===== src/rtl/mem_port_arbiter.sv =====
// mem_port_arbiter: shares one single-ported memory between instruction fetch and data ports.
// Optional fetch anti-starvation guard enabled by defining MEM_ARB_STARVE_GUARD_EN.
module mem_port_arbiter #(
    parameter int ADDR_W       = 64,
    parameter int DATA_W       = 64,
    parameter int INSTR_W      = 32,
    parameter int STARVE_LIMIT = 4
) (
    input  logic               CLOCK,
    input  logic               RESET,
    input  logic               if_req,
    input  logic [ADDR_W-1:0]  if_addr,
    output logic [INSTR_W-1:0] if_rdata,
    output logic               if_ready,
    input  logic               d_req,
    input  logic               d_we,
    input  logic [ADDR_W-1:0]  d_addr,
    input  logic [DATA_W-1:0]  d_wdata,
    output logic [DATA_W-1:0]  d_rdata,
    output logic               d_ready,
    output logic               m_req,
    output logic               m_we,
    output logic [ADDR_W-1:0]  m_addr,
    output logic [DATA_W-1:0]  m_wdata,
    input  logic [DATA_W-1:0]  m_rdata,
    input  logic               m_ack
);
    typedef enum logic [2:0] {IDLE, BUSY_I, BUSY_D, RESP_I, RESP_D} state_t;
    state_t              state_q;
    logic                m_req_q, m_we_q, if_ready_q, d_ready_q, half_q;
    logic [ADDR_W-1:0]   m_addr_q;
    logic [DATA_W-1:0]   m_wdata_q, d_rdata_q;
    logic [INSTR_W-1:0]  if_rdata_q;
    logic                pick_i_d, pick_d_d;
    logic                unused_bits;
    assign unused_bits = ^{if_addr[1:0], d_addr[2:0]};
`ifdef MEM_ARB_STARVE_GUARD_EN
    logic [3:0] cnt_q;
    assign pick_i_d = if_req && (!d_req || cnt_q == 4'(STARVE_LIMIT));
    // Counts data grants that overtook a waiting fetch; only IDLE makes grants.
    always_ff @(posedge CLOCK or posedge RESET) begin
        if (RESET)
            cnt_q <= '0;
        else if (state_q == IDLE)
            cnt_q <= (!if_req || pick_i_d) ? 4'd0 : (d_req ? cnt_q + 4'd1 : cnt_q);
    end
`else
    localparam int unused_limit = STARVE_LIMIT;
    assign pick_i_d = if_req && !d_req;
`endif
    assign pick_d_d = d_req && !pick_i_d;
    always_ff @(posedge CLOCK or posedge RESET) begin
        if (RESET) begin
            state_q    <= IDLE;
            m_req_q    <= 1'b0;
            m_we_q     <= 1'b0;
            m_addr_q   <= '0;
            m_wdata_q  <= '0;
            half_q     <= 1'b0;
            if_rdata_q <= '0;
            if_ready_q <= 1'b0;
            d_rdata_q  <= '0;
            d_ready_q  <= 1'b0;
        end else begin
            case (state_q)
                IDLE: begin
                    if (pick_d_d) begin
                        state_q   <= BUSY_D;
                        m_req_q   <= 1'b1;
                        m_we_q    <= d_we;
                        m_addr_q  <= {d_addr[ADDR_W-1:3], 3'b000};
                        m_wdata_q <= d_wdata;
                    end else if (pick_i_d) begin
                        state_q   <= BUSY_I;
                        m_req_q   <= 1'b1;
                        m_we_q    <= 1'b0;
                        m_addr_q  <= {if_addr[ADDR_W-1:3], 3'b000};
                        m_wdata_q <= '0;
                        half_q    <= if_addr[2];
                    end
                end
                BUSY_I: begin
                    if (m_ack) begin
                        state_q    <= RESP_I;
                        m_req_q    <= 1'b0;
                        if_ready_q <= 1'b1;
                        if_rdata_q <= half_q ? m_rdata[DATA_W-1:INSTR_W] : m_rdata[INSTR_W-1:0];
                    end
                end
                BUSY_D: begin
                    if (m_ack) begin
                        state_q   <= RESP_D;
                        m_req_q   <= 1'b0;
                        d_ready_q <= 1'b1;
                        d_rdata_q <= m_we_q ? d_rdata_q : m_rdata;
                    end
                end
                default: begin
                    state_q    <= IDLE;
                    if_ready_q <= 1'b0;
                    d_ready_q  <= 1'b0;
                end
            endcase
        end
    end
    assign m_req    = m_req_q;
    assign m_we     = m_we_q;
    assign m_addr   = m_addr_q;
    assign m_wdata  = m_wdata_q;
    assign if_rdata = if_rdata_q;
    assign if_ready = if_ready_q;
    assign d_rdata  = d_rdata_q;
    assign d_ready  = d_ready_q;
endmodule


===== config.mk =====
export PLATFORM = sky130hd
export DESIGN_NAME = mem_port_arbiter
export DESIGN_NICKNAME = d
export VERILOG_FILES = /design/src/rtl/mem_port_arbiter.sv
export SDC_FILE = /design/constraint.sdc
export NUM_CORES = 1
export LEC_CHECK = 0
export ABC_AREA = 1
export BUFFER_PORTS_ARGS = -buffer_cell sky130_fd_sc_hd__buf_2
export CAP_MARGIN = 10
export CORE_AREA = 2 2 192 194
export CTS_CLUSTER_SIZE = 16
export DETAILED_ROUTE_END_ITERATION = 16
export DIE_AREA = 0 0 194 196
export SETUP_SLACK_MARGIN = 0.4
export SKIP_CTS_REPAIR_TIMING = 1
export SLEW_MARGIN = 20
export SYNTH_ARGS = -nofsm -noshare
export SYNTH_HDL_FRONTEND = slang
export SYNTH_SLANG_ARGS = --single-unit

===== constraint.sdc =====
create_clock -name CLOCK -period 19.39 [get_ports CLOCK]
set_clock_uncertainty 0.1 [all_clocks]
set_input_delay 0.9695 -clock CLOCK [delete_from_list [all_inputs] [get_ports CLOCK]]
set_output_delay 0.9695 -clock CLOCK [all_outputs]
set_load 0.005 [all_outputs]

==> flow_summary.html, run 1 <==
<table>
<tr><th>Metric</th><th>Value</th></tr>
<tr><th colspan="2">Timing</th></tr>
<tr><td>Tightest Pin Transition</td><td>0.937 ns</td></tr>
<tr><td>Smallest hold slack</td><td>0.365 ns</td></tr>
<tr><td>Accumulated negative setup slack</td><td>0 ns</td></tr>
<tr><td>Post-layout worst setup margin</td><td>around 16 ns</td></tr>
<tr><td>Final worst path period need</td><td>roughly 3.2 ns</td></tr>
<tr><td>Unrepaired setup endpoints after global routing</td><td>false</td></tr>
<tr><td>Total of endpoints with negative setup slack in the final report</td><td>0</td></tr>
<tr><td>Max_slew headroom</td><td>0.375</td></tr>
<tr><td>Max-slew violations</td><td>0</td></tr>
<tr><td>Portion of the clock cycle consumed by the worst path in the final layout</td><td>0.165</td></tr>
<tr><td>Final Hold Vio Count</td><td>0</td></tr>
<tr><td>Maximum operating frequency</td><td>312 MHz</td></tr>
<tr><th colspan="2">Die</th></tr>
<tr><td>Placement Rows</td><td>70</td></tr>
<tr><td>Overall die height</td><td>roughly 200 um</td></tr>
<tr><td>Boundary Pins</td><td>about 500</td></tr>
<tr><td>Initial core utilization</td><td>0.273</td></tr>
<tr><td>Die Width</td><td>194 um</td></tr>
<tr><td>Die ar.</td><td>38,000 um2</td></tr>
<tr><td>Core area</td><td>around 36,000 um2</td></tr>
<tr><th colspan="2">Clock tree</th></tr>
<tr><td>TritonCTS clock tree</td><td>yes</td></tr>
<tr><td>Cts bufs inserted</td><td>25</td></tr>
<tr><td>Root Driver</td><td>sky130_fd_sc_hd__clkbuf_16</td></tr>
<tr><td>Number of clock sinks</td><td>approximately 230</td></tr>
<tr><td>Number of H-tree branching levels</td><td>1</td></tr>
<tr><td>Maximum clock path buffer count</td><td>3</td></tr>
<tr><td>Clock edge transition at the registers on the reported setup and hold paths</td><td>0.06 ns</td></tr>
<tr><td>Clock latency reported for the late side of the worst-skew pair</td><td>between 0.5 and 0.6 ns</td></tr>
<tr><th colspan="2">Placement</th></tr>
<tr><td>GP Congestion</td><td>0.866</td></tr>
<tr><td>Total cell area at the placement stage</td><td>~13,000 um2</td></tr>
<tr><td>HPWL Detailed</td><td>23,000 um</td></tr>
<tr><td>Number of placed instances with taps included</td><td>2,029</td></tr>
<tr><td>Count of input and output buffers</td><td>481</td></tr>
<tr><td>Place WS</td><td>15.58 ns</td></tr>
<tr><th colspan="2">Synth</th></tr>
<tr><td>Number of instances in the synthesized netlist</td><td>1,145</td></tr>
<tr><td>Leading cell types by total area after synthesis</td><td>sky130_fd_sc_hd__dfrtp_1 58%, sky130_fd_sc_hd__nand2_1 19%, sky130_fd_sc_hd__nand3_1 5.2%</td></tr>
<tr><td>Post-synth cell types</td><td>21</td></tr>
<tr><td>Sequential-to-total area share from yosys stat</td><td>0.582</td></tr>
<tr><td>Post-synthesis cell type with the largest combined area</td><td>sky130_fd_sc_hd__dfrtp_1</td></tr>
<tr><td>Synthesized area per cell</td><td>approximately 8.6 um2</td></tr>
<tr><td>Synthesis Warnings</td><td>0</td></tr>
<tr><td>Synthesized flop and latch total</td><td>229</td></tr>
<tr><td>Post-synthesis instance area</td><td>9850 um2</td></tr>
<tr><td>Post-synth top area share</td><td>0.582</td></tr>
<tr><th colspan="2">GRT</th></tr>
<tr><td>Wire length of the first global-routing pass</td><td>51,200 um</td></tr>
<tr><td>Total GRT Usage</td><td>0.166</td></tr>
<tr><td>Grt total ovfl</td><td>0</td></tr>
<tr><td>Pin count of the biggest net entering global routing</td><td>100</td></tr>
<tr><td>Vias in the first global route</td><td>9,278</td></tr>
<tr><td>Antenna violations before repair</td><td>6</td></tr>
<tr><th colspan="2">Setup path</th></tr>
<tr><td>Cell class contributing the biggest share of worst-path delay</td><td>buffers and inverters</td></tr>
<tr><td>Critical Path Sink Type</td><td>register</td></tr>
<tr><td>Maximum fanout along the worst path</td><td>82</td></tr>
<tr><td>Cell occurring most often along the worst timing path</td><td>sky130_fd_sc_hd__buf_4</td></tr>
<tr><td>CP max-delay cell</td><td>sky130_fd_sc_hd__buf_4</td></tr>
<tr><td>Max stage delay on crit path</td><td>~0.52 ns</td></tr>
<tr><td>Arrival time at the worst endpoint</td><td>3.51 ns</td></tr>
<tr><td>Crit path buffers/inverters</td><td>4</td></tr>
<tr><td>Required arrival time at the worst endpoint</td><td>approximately 20 ns</td></tr>
<tr><td>Classification of the worst setup path</td><td>in2reg</td></tr>
<tr><td>Kind of start point of the critical path</td><td>input pin</td></tr>
<tr><td>Cells traversed along the worst timing path</td><td>buf_4, nor2_1, nor2_4, buf_4, inv_4, buf_4, nand2_1, nand2_1</td></tr>
<tr><th colspan="2">Final layout</th></tr>
<tr><td>Area of all placed cells without fillers</td><td>13,500 um2</td></tr>
<tr><td>Count of placed standard cells in the final layout, fillers left out</td><td>2,077</td></tr>
<tr><td>Commonest cells after routing, fill and taps aside</td><td>490 x sky130_fd_sc_hd__nand2_1, 480 x sky130_fd_sc_hd__buf_2, 228 x sky130_fd_sc_hd__dfrtp_1, 102 x sky130_fd_sc_hd__nand3_1, 63 x sky130_fd_sc_hd__o21ai_0</td></tr>
<tr><td>Nets</td><td>1,850</td></tr>
<tr><td>Area growth from synthesis to final layout</td><td>36.7%</td></tr>
<tr><td>Leading cell type in the layout, fill and taps excluded</td><td>sky130_fd_sc_hd__nand2_1</td></tr>
<tr><td>Fraction of final layout cells with drive strength greater than 1</td><td>0.377</td></tr>
<tr><th colspan="2">Detailed routing</th></tr>
<tr><td>Routed via count divided by cell count</td><td>4.53</td></tr>
<tr><td>Total vias in the final route</td><td>9,405</td></tr>
<tr><td>DRC viols</td><td>0</td></tr>
<tr><td>Routed WL per cell</td><td>15.7 um</td></tr>
<tr><td>Count of antenna-violating nets left after detailed routing</td><td>0</td></tr>
<tr><td>Total Routed Length</td><td>32,600 um</td></tr>
<tr><td>Iteration-0 DRC count of the detailed router</td><td>397</td></tr>
<tr><td>Drt first pass iters</td><td>5</td></tr>
<tr><th colspan="2">Hold path</th></tr>
<tr><td>HP Class</td><td>reg2reg</td></tr>
<tr><th colspan="2">Power</th></tr>
<tr><td>VDD IR-drop max</td><td>0.0874 mV</td></tr>
<tr><td>Static power due to leakage</td><td>7.61 nW</td></tr>
<tr><td>Power density of the placed cells</td><td>155 nW/um2</td></tr>
<tr><th colspan="2">Run status</th></tr>
<tr><td>Run status</td><td>finished clean</td></tr>
<tr><th colspan="2">Flow run</th></tr>
<tr><td>Max Cap Violations</td><td>0</td></tr>
</table>
==> layout make-up <==
| class | instances | area, um2 |
|---|---|---|
| Sequential cell | 229 | 5730 |
| Antenna cell | 2 | 5.00 |
| Fill cell | 3755 | 22600 |
| Timing Repair Buffer | 492 | 2490 |
| Tap cell | 468 | 586 |
| Multi-Input combinational cell | 797 | 3620 |
| Inverter | 43 | 173 |
| Clock inverter | 12 | 149 |
| Clock buffer | 34 | 719 |
==> flip-flops by register name, summed over array words and instances, names as in the netlist <==
signal	count
d_rdata	64
m_wdata	64
m_addr	61
if_rdata	32
state_q	3
d_ready	1
half_q	1
if_ready	1
m_req	1
m_we	1
==> worst min-delay path, delay by kind of cell, from the launching register on <==
family           cells  cell delay [ns]
DFF                  1             0.34
and+or+nand+nor      2             0.10
==> power by group <==
part	switching (mW)	internal, mW
Clock	0.199	0.300
Sequential	0.115	0.697
Combinational	0.466	0.305
==> Yosys cell counts, drive strengths merged <==
master / count
clkbuf: 39
o211ai: 62
nand4: 1
conb: 1
or2: 61
dfrtp: 229
nand3: 102
nand2: 491
inv: 43
o21ai: 67
buf: 39
o22a: 1
nor2: 9
==> through the flow <==
step / utilization / total power [mW]
detailed placement: 0.349 / 1.60
CTS: 0.373 / 2.12
floorplan: - / 1.23
finish: 0.373 / 2.08
global placement: 0.349 / 1.58
global route: 0.373 / 2.25
==> per-layer routing <==
metal | wire, um | vias up | GRT usage | share of wire
li1 | - | 4550 | - | -
met1 | 13100 | 4397 | 0.203 | 0.40
met2 | 15900 | 390 | 0.287 | 0.49
met3 | 2500 | 62 | 0.0389 | 0.077
met4 | 1040 | 6 | 0.0550 | 0.032
met5 | 41 | - | 0 | 0.0013
==> path summary, 6_finish.rpt <==
kind,start,end,slack [ns],cells past startpoint
setup / recovery,d_req,m_addr[25],16.18,8
hold / removal,d_rdata[53],d_rdata[53],0.36,2
setup reg to reg,state_q[0],m_addr[25],16.60,8
hold reg to reg,d_rdata[53],d_rdata[53],0.36,2
max in group asynchronous,RESET,half_q,16.57,4
min in group asynchronous,RESET,m_addr[48],0.43,2
==> cell families (layout without fill, tap and decap cells) <==
logic type             after synthesis  count (layout)  share of synthesized area
other                                1               5                   0.000381
AND/OR/NAND/NOR                    664             664                      0.284
AO/OA/AOI/OAI                      130             130                     0.0822
flip-flops                         229             229                      0.582
buffers and inverters              121             581                     0.0519
Power figures use the tool's default switching activity.
==> inputs of run 2 (changes only) <==
- clock period: 19.39 -> 2.6 ns (I/O delays scaled with it)
==> flow_summary.html, run 2 (same netlist as run 1, synthesis figures left out) <==
<table>
<tr><th>Metric</th><th>Value</th></tr>
<tr><th colspan="2">Run status</th></tr>
<tr><td>Run status</td><td>finished clean (unchanged)</td></tr>
<tr><th colspan="2">Die</th></tr>
<tr><td>Die Width</td><td>194 um (unchanged)</td></tr>
<tr><td>Initial core utilization</td><td>0.273 (unchanged)</td></tr>
<tr><td>Overall die height</td><td>196 um (unchanged)</td></tr>
<tr><td>Boundary Pins</td><td>490 (unchanged)</td></tr>
<tr><td>Placement Rows</td><td>70 (unchanged)</td></tr>
<tr><td>Die ar.</td><td>38,000 um2 (unchanged)</td></tr>
<tr><td>Core area</td><td>36,100 um2 (unchanged)</td></tr>
<tr><th colspan="2">Timing</th></tr>
<tr><td>Max-slew violations</td><td>0 (unchanged)</td></tr>
<tr><td>Tightest Pin Transition</td><td>0.923 ns (was 0.937 ns)</td></tr>
<tr><td>Maximum operating frequency</td><td>517 MHz</td></tr>
<tr><td>Portion of the clock cycle consumed by the worst path in the final layout</td><td>0.744</td></tr>
<tr><td>Max_slew headroom</td><td>0.385 (was 0.375)</td></tr>
<tr><td>Post-layout worst setup margin</td><td>0.664 ns (was 16.18 ns)</td></tr>
<tr><td>Final worst path period need</td><td>~1.9 ns</td></tr>
<tr><td>Smallest hold slack</td><td>0.0447 ns (was 0.365 ns)</td></tr>
<tr><td>Unrepaired setup endpoints after global routing</td><td>false (unchanged)</td></tr>
<tr><td>Total of endpoints with negative setup slack in the final report</td><td>0 (unchanged)</td></tr>
<tr><td>Final Hold Vio Count</td><td>0 (unchanged)</td></tr>
<tr><th colspan="2">Detailed routing</th></tr>
<tr><td>DRC viols</td><td>0 (unchanged)</td></tr>
<tr><td>Routed via count divided by cell count</td><td>4.56 (was 4.53)</td></tr>
<tr><td>Total Routed Length</td><td>37,500 um (was 32,600 um)</td></tr>
<tr><td>Total vias in the final route</td><td>10,684 (was 9,405)</td></tr>
<tr><td>Routed WL per cell</td><td>16.0 um (was 15.7 um)</td></tr>
<tr><td>Drt first pass iters</td><td>6 (was 5)</td></tr>
<tr><td>Count of antenna-violating nets left after detailed routing</td><td>0 (unchanged)</td></tr>
<tr><td>Iteration-0 DRC count of the detailed router</td><td>623 (was 397)</td></tr>
<tr><th colspan="2">Final layout</th></tr>
<tr><td>Area growth from synthesis to final layout</td><td>65.5% (was 36.7%)</td></tr>
<tr><td>Nets</td><td>2,114 (was 1,850)</td></tr>
<tr><td>Multi-input gate area</td><td>3620 um2 (unchanged)</td></tr>
<tr><td>Sequential Area</td><td>5730 um2 (unchanged)</td></tr>
<tr><td>Leading cell type in the layout, fill and taps excluded</td><td>sky130_fd_sc_hd__nand2_1 (unchanged)</td></tr>
<tr><td>Number of filler cells placed in the layout</td><td>3,380 (was 3,755)</td></tr>
<tr><td>Fraction of final layout cells with drive strength greater than 1</td><td>0.329 (was 0.377)</td></tr>
<tr><td>Commonest cells after routing, fill and taps aside</td><td>490 x sky130_fd_sc_hd__nand2_1, 480 x sky130_fd_sc_hd__buf_2, 256 x sky130_fd_sc_hd__dlygate4sd3_1, 228 x sky130_fd_sc_hd__dfrtp_1, 102 x sky130_fd_sc_hd__nand3_1 (was 490 x sky130_fd_sc_hd__nand2_1, 480 x sky130_fd_sc_hd__buf_2, 228 x sky130_fd_sc_hd__dfrtp_1, 102 x sky130_fd_sc_hd__nand3_1, 63 x sky130_fd_sc_hd__o21ai_0)</td></tr>
<tr><td>Core utilization of the finished layout</td><td>0.452 (was 0.373)</td></tr>
<tr><th colspan="2">Setup path</th></tr>
<tr><td>Classification of the worst setup path</td><td>reg2reg (was in2reg)</td></tr>
<tr><td>FF-to-FF Start</td><td>state_q[0] (unchanged)</td></tr>
<tr><td>Maximum fanout along the worst path</td><td>96 (was 82)</td></tr>
<tr><td>Launching element of the worst setup path</td><td>state_q[0] (was d_req)</td></tr>
<tr><td>Arrival time at the worst endpoint</td><td>2.20 ns (was 3.51 ns)</td></tr>
<tr><td>Required arrival time at the worst endpoint</td><td>2.87 ns (was 19.69 ns)</td></tr>
<tr><td>Kind of start point of the critical path</td><td>register (was input pin)</td></tr>
<tr><td>Critical Path Sink Type</td><td>register (unchanged)</td></tr>
<tr><th colspan="2">Power</th></tr>
<tr><td>VDD IR-drop max</td><td>0.575 mV (was 0.0874 mV)</td></tr>
<tr><td>Power density of the placed cells</td><td>1020 nW/um2 (was 155 nW/um2)</td></tr>
<tr><td>Static power due to leakage</td><td>8.81 nW (was 7.61 nW)</td></tr>
<tr><td>Total Power Consumption</td><td>16.6 mW (was 2.08 mW)</td></tr>
<tr><th colspan="2">Clock tree</th></tr>
<tr><td>Number of H-tree branching levels</td><td>1 (unchanged)</td></tr>
<tr><td>Root Driver</td><td>sky130_fd_sc_hd__clkbuf_16 (unchanged)</td></tr>
<tr><td>Clock edge transition at the registers on the reported setup and hold paths</td><td>0.06 ns (about the same)</td></tr>
<tr><td>Number of clock sinks</td><td>229 (unchanged)</td></tr>
<tr><td>TritonCTS clock tree</td><td>yes (unchanged)</td></tr>
<tr><td>Clock latency reported for the late side of the worst-skew pair</td><td>0.53 ns (about the same)</td></tr>
<tr><td>Cts bufs inserted</td><td>26 (was 25)</td></tr>
<tr><td>Maximum clock path buffer count</td><td>3 (unchanged)</td></tr>
<tr><th colspan="2">GRT</th></tr>
<tr><td>Total GRT Usage</td><td>0.168 (was 0.166)</td></tr>
<tr><td>Wire length of the first global-routing pass</td><td>51,900 um (was 51,200 um)</td></tr>
<tr><td>Vias in the first global route</td><td>9,444 (was 9,278)</td></tr>
<tr><td>Grt total ovfl</td><td>0 (unchanged)</td></tr>
<tr><td>Pin count of the biggest net entering global routing</td><td>128 (was 100)</td></tr>
<tr><td>Antenna violations before repair</td><td>2 (was 6)</td></tr>
<tr><th colspan="2">Placement</th></tr>
<tr><td>Place WS</td><td>0.680 ns (was 15.58 ns)</td></tr>
<tr><td>Count of input and output buffers</td><td>481 (unchanged)</td></tr>
<tr><td>GP Congestion</td><td>0.815 (was 0.866)</td></tr>
<tr><td>HPWL Detailed</td><td>23,800 um (was 23,000 um)</td></tr>
<tr><th colspan="2">Hold path</th></tr>
<tr><td>HP Class</td><td>in2async (was reg2reg)</td></tr>
<tr><th colspan="2">Flow run</th></tr>
<tr><td>Max Cap Violations</td><td>0 (unchanged)</td></tr>
</table>
## run 2: changes by cell type in the layout (fill, tap and decap cells not counted), moves of 2 or more
cell	previous run	this run
sky130_fd_sc_hd__buf_12	0	7
sky130_fd_sc_hd__clkbuf_8	6	8
sky130_fd_sc_hd__dlygate4sd3_1	0	256
sky130_fd_sc_hd__bufinv_16	3	6
sky130_fd_sc_hd__clkinv_2	5	2
sky130_fd_sc_hd__clkbuf_16	25	27
## run 2: stage by stage
stage,TNS [ns],instance area (um2),cells
2_1_floorplan,-142.89,9860,1147
3_3_place_gp,0,12700,2036
3_5_place_dp,0,12700,2036
4_1_cts,0,13700,2084
5_1_grt,0,16300,2341
6_report,0,16300,2341
## run 2: final timing paths
check	end	slack, ns	cells past startpoint
max in group asynchronous	d_rdata[20]	1.45	5
setup / recovery	d_rdata[20]	0.66	6
hold / removal	d_rdata[32]	0.04	3
hold reg to reg	d_rdata[45]	0.36	2
min in group CLOCK	m_wdata[40]	0.26	4
setup reg to reg	d_rdata[20]	0.66	6
## run 2: final cells by class
cell class	count	share of cell area
antenna	1	0.000153
clock buffer	38	0.0489
clock inverter	10	0.0126
inverter	43	0.0103
multi-input combinational	797	0.222
sequential	229	0.352
tap	468	0.0359
timing repair buffer	755	0.319
## run 2: power breakdown
group | total [mW] | switching (mW) | internal, mW
Sequential | 6.14 | 0.946 | 5.20
Combinational | 6.26 | 3.62 | 2.64
Clock | 4.22 | 1.51 | 2.71
## run 2: critical path: stages, from the launching register on
cell,delay [ns]
sky130_fd_sc_hd__dfrtp_1,0.44
sky130_fd_sc_hd__nor2_4,0.08
sky130_fd_sc_hd__nand2_1,0.11
sky130_fd_sc_hd__inv_2,0.06
sky130_fd_sc_hd__nand2_2,0.04
sky130_fd_sc_hd__buf_4,0.67
sky130_fd_sc_hd__o21ai_0,0.19
## run 2: per-layer routing
layer,up-vias,share of wire,track usage
met2,495,0.50,0.293
met5,-,0,0
met4,0,0.027,0.0455
met1,5044,0.39,0.205
met3,83,0.075,0.0442
li1,5062,-,-
